$ cat src/rtl/rv32_decode_stage.sv
// RV32 decode stage: classifies each instruction (one-hot class plus legality)
// and holds results in a 2-entry FIFO so in_ready never depends on out_ready.
module rv32_decode_stage #(
  parameter int PC_W        = 32,
  parameter int SUPPORT_M   = 0,
  parameter int SUPPORT_SYS = 1,
  parameter int CNT_W       = 8
) (
  input  logic             clk,
  input  logic             rst,
  input  logic             flush,
  input  logic             in_valid,
  output logic             in_ready,
  input  logic [31:0]      in_instr,
  input  logic [PC_W-1:0]  in_pc,
  output logic             out_valid,
  input  logic             out_ready,
  output logic [31:0]      out_instr,
  output logic [PC_W-1:0]  out_pc,
  output logic [10:0]      out_class,
  output logic             out_illegal,
  output logic [CNT_W-1:0] illegal_cnt
);

  localparam logic [6:0] OP_R      = 7'b0110011;
  localparam logic [6:0] OP_I      = 7'b0010011;
  localparam logic [6:0] OP_LOAD   = 7'b0000011;
  localparam logic [6:0] OP_STORE  = 7'b0100011;
  localparam logic [6:0] OP_BRANCH = 7'b1100011;
  localparam logic [6:0] OP_JAL    = 7'b1101111;
  localparam logic [6:0] OP_JALR   = 7'b1100111;
  localparam logic [6:0] OP_LUI    = 7'b0110111;
  localparam logic [6:0] OP_AUIPC  = 7'b0010111;
  localparam logic [6:0] OP_FENCE  = 7'b0001111;
  localparam logic [6:0] OP_SYSTEM = 7'b1110011;

  localparam logic [6:0] F7_ZERO = 7'b0000000;
  localparam logic [6:0] F7_ALT  = 7'b0100000;
  localparam logic [6:0] F7_MUL  = 7'b0000001;

  logic [6:0]  w_opcode;
  logic [2:0]  w_f3;
  logic [6:0]  w_f7;
  logic [10:0] w_class_raw;
  logic [10:0] w_class;
  logic        w_legal;
  logic        w_illegal;

  assign w_opcode = in_instr[6:0];
  assign w_f3     = in_instr[14:12];
  assign w_f7     = in_instr[31:25];

  // Every mapped opcode ends in 2'b11, so unmapped words cover the bits[1:0] check.
  always_comb begin
    w_class_raw = '0;
    w_legal     = 1'b0;
    case (w_opcode)
      OP_R: begin
        w_class_raw[0] = 1'b1;
        w_legal = (w_f7 == F7_ZERO)
               || ((w_f7 == F7_ALT) && ((w_f3 == 3'b000) || (w_f3 == 3'b101)))
               || ((w_f7 == F7_MUL) && (SUPPORT_M != 0));
      end
      OP_I: begin
        w_class_raw[1] = 1'b1;
        case (w_f3)
          3'b001:  w_legal = (w_f7 == F7_ZERO);
          3'b101:  w_legal = (w_f7 == F7_ZERO) || (w_f7 == F7_ALT);
          default: w_legal = 1'b1;
        endcase
      end
      OP_LOAD: begin
        w_class_raw[2] = 1'b1;
        w_legal = (w_f3 != 3'b011) && (w_f3 != 3'b110) && (w_f3 != 3'b111);
      end
      OP_STORE: begin
        w_class_raw[3] = 1'b1;
        w_legal = (w_f3 == 3'b000) || (w_f3 == 3'b001) || (w_f3 == 3'b010);
      end
      OP_BRANCH: begin
        w_class_raw[4] = 1'b1;
        w_legal = (w_f3 != 3'b010) && (w_f3 != 3'b011);
      end
      OP_JAL: begin
        w_class_raw[5] = 1'b1;
        w_legal = 1'b1;
      end
      OP_JALR: begin
        w_class_raw[6] = 1'b1;
        w_legal = (w_f3 == 3'b000);
      end
      OP_AUIPC: begin
        w_class_raw[7] = 1'b1;
        w_legal = 1'b1;
      end
      OP_LUI: begin
        w_class_raw[8] = 1'b1;
        w_legal = 1'b1;
      end
      OP_FENCE: begin
        w_class_raw[9] = 1'b1;
        w_legal = (SUPPORT_SYS != 0) && (w_f3 == 3'b000);
      end
      OP_SYSTEM: begin
        // Only ECALL and EBREAK; all CSR forms are rejected.
        w_class_raw[10] = 1'b1;
        w_legal = (SUPPORT_SYS != 0)
               && ((in_instr == 32'h0000_0073) || (in_instr == 32'h0010_0073));
      end
      default: begin
        w_class_raw = '0;
        w_legal     = 1'b0;
      end
    endcase
  end

  assign w_illegal = !w_legal;
  assign w_class   = w_legal ? w_class_raw : 11'd0;

  // Handshake: a beat transfers on a rising edge where valid && ready are both high;
  // the producer holds valid and payload stable until that edge, and ready is
  // computed only from registered occupancy plus rst/flush, never from out_ready.
  logic [31:0]     r_instr [2];
  logic [PC_W-1:0] r_pc    [2];
  logic [10:0]     r_class [2];
  logic            r_ill   [2];
  logic [1:0]      r_cnt;
  logic            r_rd_ptr;
  logic [CNT_W-1:0] r_illegal_cnt;

  logic w_wr_ptr;
  logic w_push;
  logic w_pop;

  assign in_ready  = !rst && (r_cnt != 2'd2) && !flush;
  assign out_valid = (r_cnt != 2'd0);
  assign w_push    = in_valid && in_ready;
  assign w_pop     = out_valid && out_ready && !flush;
  assign w_wr_ptr  = r_rd_ptr ^ (r_cnt == 2'd1);

  always_ff @(posedge clk) begin
    if (rst) begin
      r_cnt         <= 2'd0;
      r_rd_ptr      <= 1'b0;
      r_illegal_cnt <= '0;
      for (int i = 0; i < 2; i++) begin
        r_instr[i] <= '0;
        r_pc[i]    <= '0;
        r_class[i] <= '0;
        r_ill[i]   <= 1'b0;
      end
    end else if (flush) begin
      r_cnt <= 2'd0;
    end else begin
      if (w_push) begin
        r_instr[w_wr_ptr] <= in_instr;
        r_pc[w_wr_ptr]    <= in_pc;
        r_class[w_wr_ptr] <= w_class;
        r_ill[w_wr_ptr]   <= w_illegal;
        if (w_illegal && (r_illegal_cnt != {CNT_W{1'b1}}))
          r_illegal_cnt <= r_illegal_cnt + CNT_W'(1);
      end
      if (w_pop)
        r_rd_ptr <= ~r_rd_ptr;
      r_cnt <= r_cnt + 2'(w_push) - 2'(w_pop);
    end
  end

  assign out_instr   = r_instr[r_rd_ptr];
  assign out_pc      = r_pc[r_rd_ptr];
  assign out_class   = r_class[r_rd_ptr];
  assign out_illegal = r_ill[r_rd_ptr];
  assign illegal_cnt = r_illegal_cnt;

endmodule

$ cat config.mk
export PLATFORM = sky130hd
export DESIGN_NAME = rv32_decode_stage
export DESIGN_NICKNAME = d
export VERILOG_FILES = /design/src/rtl/rv32_decode_stage.sv
export SDC_FILE = /design/constraint.sdc
export NUM_CORES = 1
export LEC_CHECK = 0
export ABC_AREA = 1
export BUFFER_PORTS_ARGS = -buffer_cell sky130_fd_sc_hd__buf_2
export CORE_ASPECT_RATIO = 2
export CORE_MARGIN = 2
export CORE_UTILIZATION = 61
export CTS_BUF_LIST = sky130_fd_sc_hd__clkbuf_4 sky130_fd_sc_hd__clkbuf_8
export CTS_CLUSTER_DIAMETER = 80
export CTS_CLUSTER_SIZE = 24
export DETAILED_ROUTE_END_ITERATION = 6
export GPL_ROUTABILITY_DRIVEN = 0
export GPL_TIMING_DRIVEN = 1
export PLACE_DENSITY = 0.92
export SETUP_SLACK_MARGIN = 0.15
export SLEW_MARGIN = 10
export SYNTH_ARGS = -nofsm -noshare
export SYNTH_HDL_FRONTEND = slang
export SYNTH_SLANG_ARGS = --single-unit
$ cat constraint.sdc
create_clock -name clk -period 9.4 [get_ports clk]
set_input_delay 0.47 -clock clk [delete_from_list [all_inputs] [get_ports clk]]
set_output_delay 0.47 -clock clk [all_outputs]
set_load 0.1 [all_outputs]
# After elaboration in Yosys (flattened, before gate mapping)
# Memories as Yosys holds them, arrays and structs flattened. A register that Yosys moved wholly into a read port is not among the register bits.
# Cells that the tools add are included.
# Widths: inputs -> output; s select.
dict set report op_classes {
  addsub 3
  n_eq_ne 24
  n_mux 40
  bitwise 3
  reduce_logical 31
}
# operator n
set ops {}
lappend ops {{$mux 32} 2}
lappend ops {{$reduce_or 32->1} 2}
lappend ops {{$mux 1} 34}
lappend ops {{$eq 32x21->1 const B} 1}
lappend ops {{$eq 32x7->1 const B} 1}
lappend ops {{$eq 7x6->1 const B} 4}
lappend ops {{$eq 7x7->1 const B} 4}
lappend ops {{$mux 11} 2}
lappend ops {{$eq 7x5->1 const B} 2}
lappend ops {{$reduce_or 11->1} 1}
lappend ops {{$logic_and 1x1->1} 10}
lappend ops {{$add 8x1->8 const B} 1}
lappend ops {{$ne 8x8->1 const B} 1}
lappend ops {{$pmux 1 s8} 1}
lappend ops {{$eq 7x2->1 const B} 1}
lappend ops {{$eq 7x4->1 const B} 1}
lappend ops {{$logic_not 7->1} 1}
lappend ops {{$logic_or 1x1->1} 6}
lappend ops {{$ne 3x2->1 const B} 2}
lappend ops {{$ne 3x3->1 const B} 2}
lappend ops {{$reduce_or 2->1} 2}
lappend ops {{$eq 3x1->1 const B} 1}
lappend ops {{$eq 3x2->1 const B} 1}
lappend ops {{$eq 3x3->1 const B} 1}
lappend ops {{other kinds (14)} 17}
dict set report totals {
  reg_bits 11
  ramBits 152
  input_bits 69
  out_inout_bits 86
  word_cells 108
  memories 4
}
# name depth width read_ports rd_clocked_by_memory_dff wr line
set mem_list {}
lappend mem_list {r_instr 2 32 1 1 2 123} ;# logic [31:0] r_instr [2];
lappend mem_list {r_pc 2 32 1 1 2 124} ;# logic [PC_W-1:0] r_pc [2];
lappend mem_list {r_class 2 11 1 1 2 125} ;# logic [10:0] r_class [2];
lappend mem_list {r_ill 2 1 1 1 2 126} ;# logic r_ill [2];

# Longest topological paths before layout
dict set report depth {
  word_depth 10
  mapped_depth 12
  ltp_nobuf 12
}

# Least setup slack after synthesis
# OpenSTA, ideal clock, no wires.
dict set report synth_path {
  kind {input-to-reg}
  start {in rst}
  end {mem r_class[1][0] (enable)}
  setup_ns 0.436
  arrival_ns 3.460
  required_time_ns 8.964
  setup_slack_ns 5.504
  path_stages 10
  n_path_buf 4
  path_cell_list {buf_6 > nor2_4 > inv_2 > nor2_8 > nand2_4 > or2_1 > clkbuf_2 > buf_6 > buf_12 > nand2_1}
}
# item line
set synth_lines {}
lappend synth_lines {{start, declared} 10} ;# input logic rst,
lappend synth_lines {{end, declared} 125}

==> flow_summary_export.csv <==
group,metric,value,unit
yosys,synth_area_leaders,"edfxtp_1 59%, mux2_2 11%, nor2_1 7.3%",
setup_path,crit_fanout,77,
place,preCtsSetupSlack,6180,ps
yosys,synth.avg_cell_area,12.0,sq um
grt,grt_pass1_wl,24200,um
yosys,synth_fp_nets,712,
setup_path,crit_path_end,"r_pc[0][19]$_SDFFCE_PN0P_",
yosys,yosysUniqueCellTypes,33,
layout,area_delta_synth_final,15.9,%
timing,period_minus_slack,3140,ps
yosys,synth.yosys.seq_area_share,62.4,%
drt,viasPerCell,5.33,
drt,drt_iter0_drc,321,
setup_path,crit_path_cell_trace,"inv_1 > nand2_1 > xor2_1 > nand3_4 > nand2_4",
clock_tree,ctsResizeCount,0,
min_path,hp-class,"input port to flip-flop",
setup_path,crit_path_max_incr_delay,1140,ps
grt,grt_start_max_net_pins,78,
timing,slew_headroom,27.4,%
timing,fin_ws,6260,ps
power,finalPower,0.00164,W
timing,rsz0062_at_grt,"no",
grt,antenna_found_initial,0,
setup_path,arrival,3190,ps
timing,fmax,0.319,GHz
power,p_per_area,184,nW/um^2
floorplanning,fp.dieH,163,um
setup_path,slowest_stage,"nand2_4",
clock_tree,clk_path_buf_depth,2,
clock_tree,post_cts_buffers,0,
timing,setup_viol,0,
drt,wl_per_cell,16.3,um
layout,final_nets,860,
setup_path,crit_path_end_kind,"flip-flop",
place,place_area,8520,sq um
setup_path,startpoint_type,"flip-flop",
setup_path,r2r_end,"r_pc[0][19]$_SDFFCE_PN0P_",
layout,mostFrequentLayoutCells,"154 x buf_2, 152 x edfxtp_1, 150 x nor2_1",
setup_path,cp-startpoint,"r_cnt[1]$_SDFF_PP0_",
clock_tree,cts.clk_slew.worst_paths,90,ps
clock_tree,root_buffer,"clkbuf_8",
grt,overflow,0,
job,cap_violations,0,
timing,final-max-slew-violation-count,0,
clock_tree,cts_buffers,17,
floorplanning,dieArea,13600,sq um
place,dp_hpwl,10300,um
layout,antenna_cells,0,
floorplanning,std_cell_rows,58,
drt,vias,5069,
yosys,ys_ff_latch,164,
timing,fin_crit_sh,33.4,%
timing,finalClockSkew,11.7,ps
clock_tree,tritoncts,"yes",
layout,final_common_cell,"buf_2",
setup_path,required,9460,ps
drt,detail-route-antenna-nets,0,
drt,first_pass_iters,7,
layout,final_area,8920,sq um
grt,track_usage,23.0,%
drt,wirelength,15500,um
floorplanning,die_w,83.4,um
layout,fill_cells,871,
drt,drc,0,
clock_tree,clock_latency,440,ps
layout,drive_above_1_share,39.7,%
outcome,status,"completed",
setup_path,r2r_start,"r_cnt[1]$_SDFF_PP0_",
floorplanning,core,12500,sq um
timing,tightest_slew,1090,ps
setup_path,worstRegToRegCells,5,
yosys,ys_warn_count,0,
clock_tree,cts_hold_buf,0,
setup_path,critical_path_class,"flip-flop to flip-flop",
timing,finalHoldViolCount,0,
floorplanning,pin_count,155,
floorplanning,initial_core_util,61.7,%
grt,grt_pass1_vias,5233,
power,ir_drop,113,uV
timing,tns,0,ps
setup_path,reg2reg_slack,6260,ps
yosys,synth.cell_area,7700,sq um
yosys,netlist_instances,640,
clock_tree,h-tree-depth,4,
yosys,yosysTopAreaCell,"edfxtp_1",
clock_tree,clock_sinks,164,
power,power.leakage,3.87,nW
place,io_buffers,154,
yosys,synth_top_cell_area_share,59.3,%
[how the worst min path moves through the flow]
stage | start | end | slack (ps) | depth (start not counted)
2_1_floorplan | r_rd_ptr$_SDFFE_PP0P_ | flip-flop | 470 | 2
3_3_place_gp | r_rd_ptr$_SDFFE_PP0P_ | flip-flop | 480 | 2
3_5_place_dp | r_rd_ptr$_SDFFE_PP0P_ | flip-flop | 500 | 2
4_1_cts | rst | illegal_cnt[6]$_SDFFE_PP0P_ | 300 | 2
5_1_grt | rst | illegal_cnt[6]$_SDFFE_PP0P_ | 320 | 2
6_report | rst | illegal_cnt[6]$_SDFFE_PP0P_ | 330 | 2
[stage by stage]
| step | hold WS [ps] | utilization (%) | instances |
|---|---|---|---|
| 2_1_floorplan | 473 | - | 640 |
| 4_1_cts | 302 | 71.5 | 951 |
| 6_report | 327 | 71.5 | 951 |
| 3_3_place_gp | 483 | 68.2 | 919 |
| 5_1_grt | 320 | 71.5 | 951 |
| 3_5_place_dp | 501 | 68.2 | 919 |
[cell usage after synthesis (all sizes together)]
master  instances
dfxtp          12
nand3          24
xor2            3
edfxtp        152
inv            82
mux2           76
buf            20
nand2          46
ha              3
a21oi          12
a31oi           1
or2             2
xnor2           5
nand4           7
nor3            3
nor2          183
clkbuf          6
o21ai           3
[sequential cells by signal (all words and copies together) (netlist names), named ones only]
name         cells
r_class         22
r_instr         64
r_rd_ptr         1
r_cnt            2
r_pc            64
illegal_cnt      8
r_ill            2
[report_power, final]
group	internal [W]	total, W	switching, W
Combinational	0.0000506	0.000287	0.000236
Clock	0.000243	0.000510	0.000267
Sequential	0.000831	0.000841	0.0000105
Total	0.00112	0.00164	0.000513
[layer usage]
layer,track usage [%],wire length [um],vias up
li1,-,-,2421
met1,24.4,5480,2422
met2,42.0,8660,188
met3,5.58,844,38
met4,11.4,551,0
met5,0,0,-
[cells by family after synthesis]
kind of cell / Yosys count / share of synthesized area, %
adders and majority gates: 3 / 0.488
AOI/OAI and AO/OA: 16 / 1.40
DFF: 164 / 62.4
buffers and inverters: 108 / 6.31
muxes: 76 / 11.1
xor gates and xnor gates: 8 / 0.910
and+or+nand+nor: 265 / 17.3
[critical path, delay by kind of cell (launching register included)]
kind / cells / cell delay [ps]
XOR/XNOR: 1 / 290
AND/OR/NAND/NOR: 3 / 1970
buffers and inverters: 1 / 80
flip-flops: 1 / 370
[layout make-up]
type                            instances  area, sq um  area share [%]
Sequential cell                       164         4810            53.9
Multi-Input combinational cell        368         2440            27.3
Timing Repair Buffer                  155          778            8.72
Inverter                               82          308            3.45
Clock inverter                         15          170            1.91
Clock buffer                           17          234            2.62
Tap cell                              150          188            2.10
(Power assumes the default switching activity.)
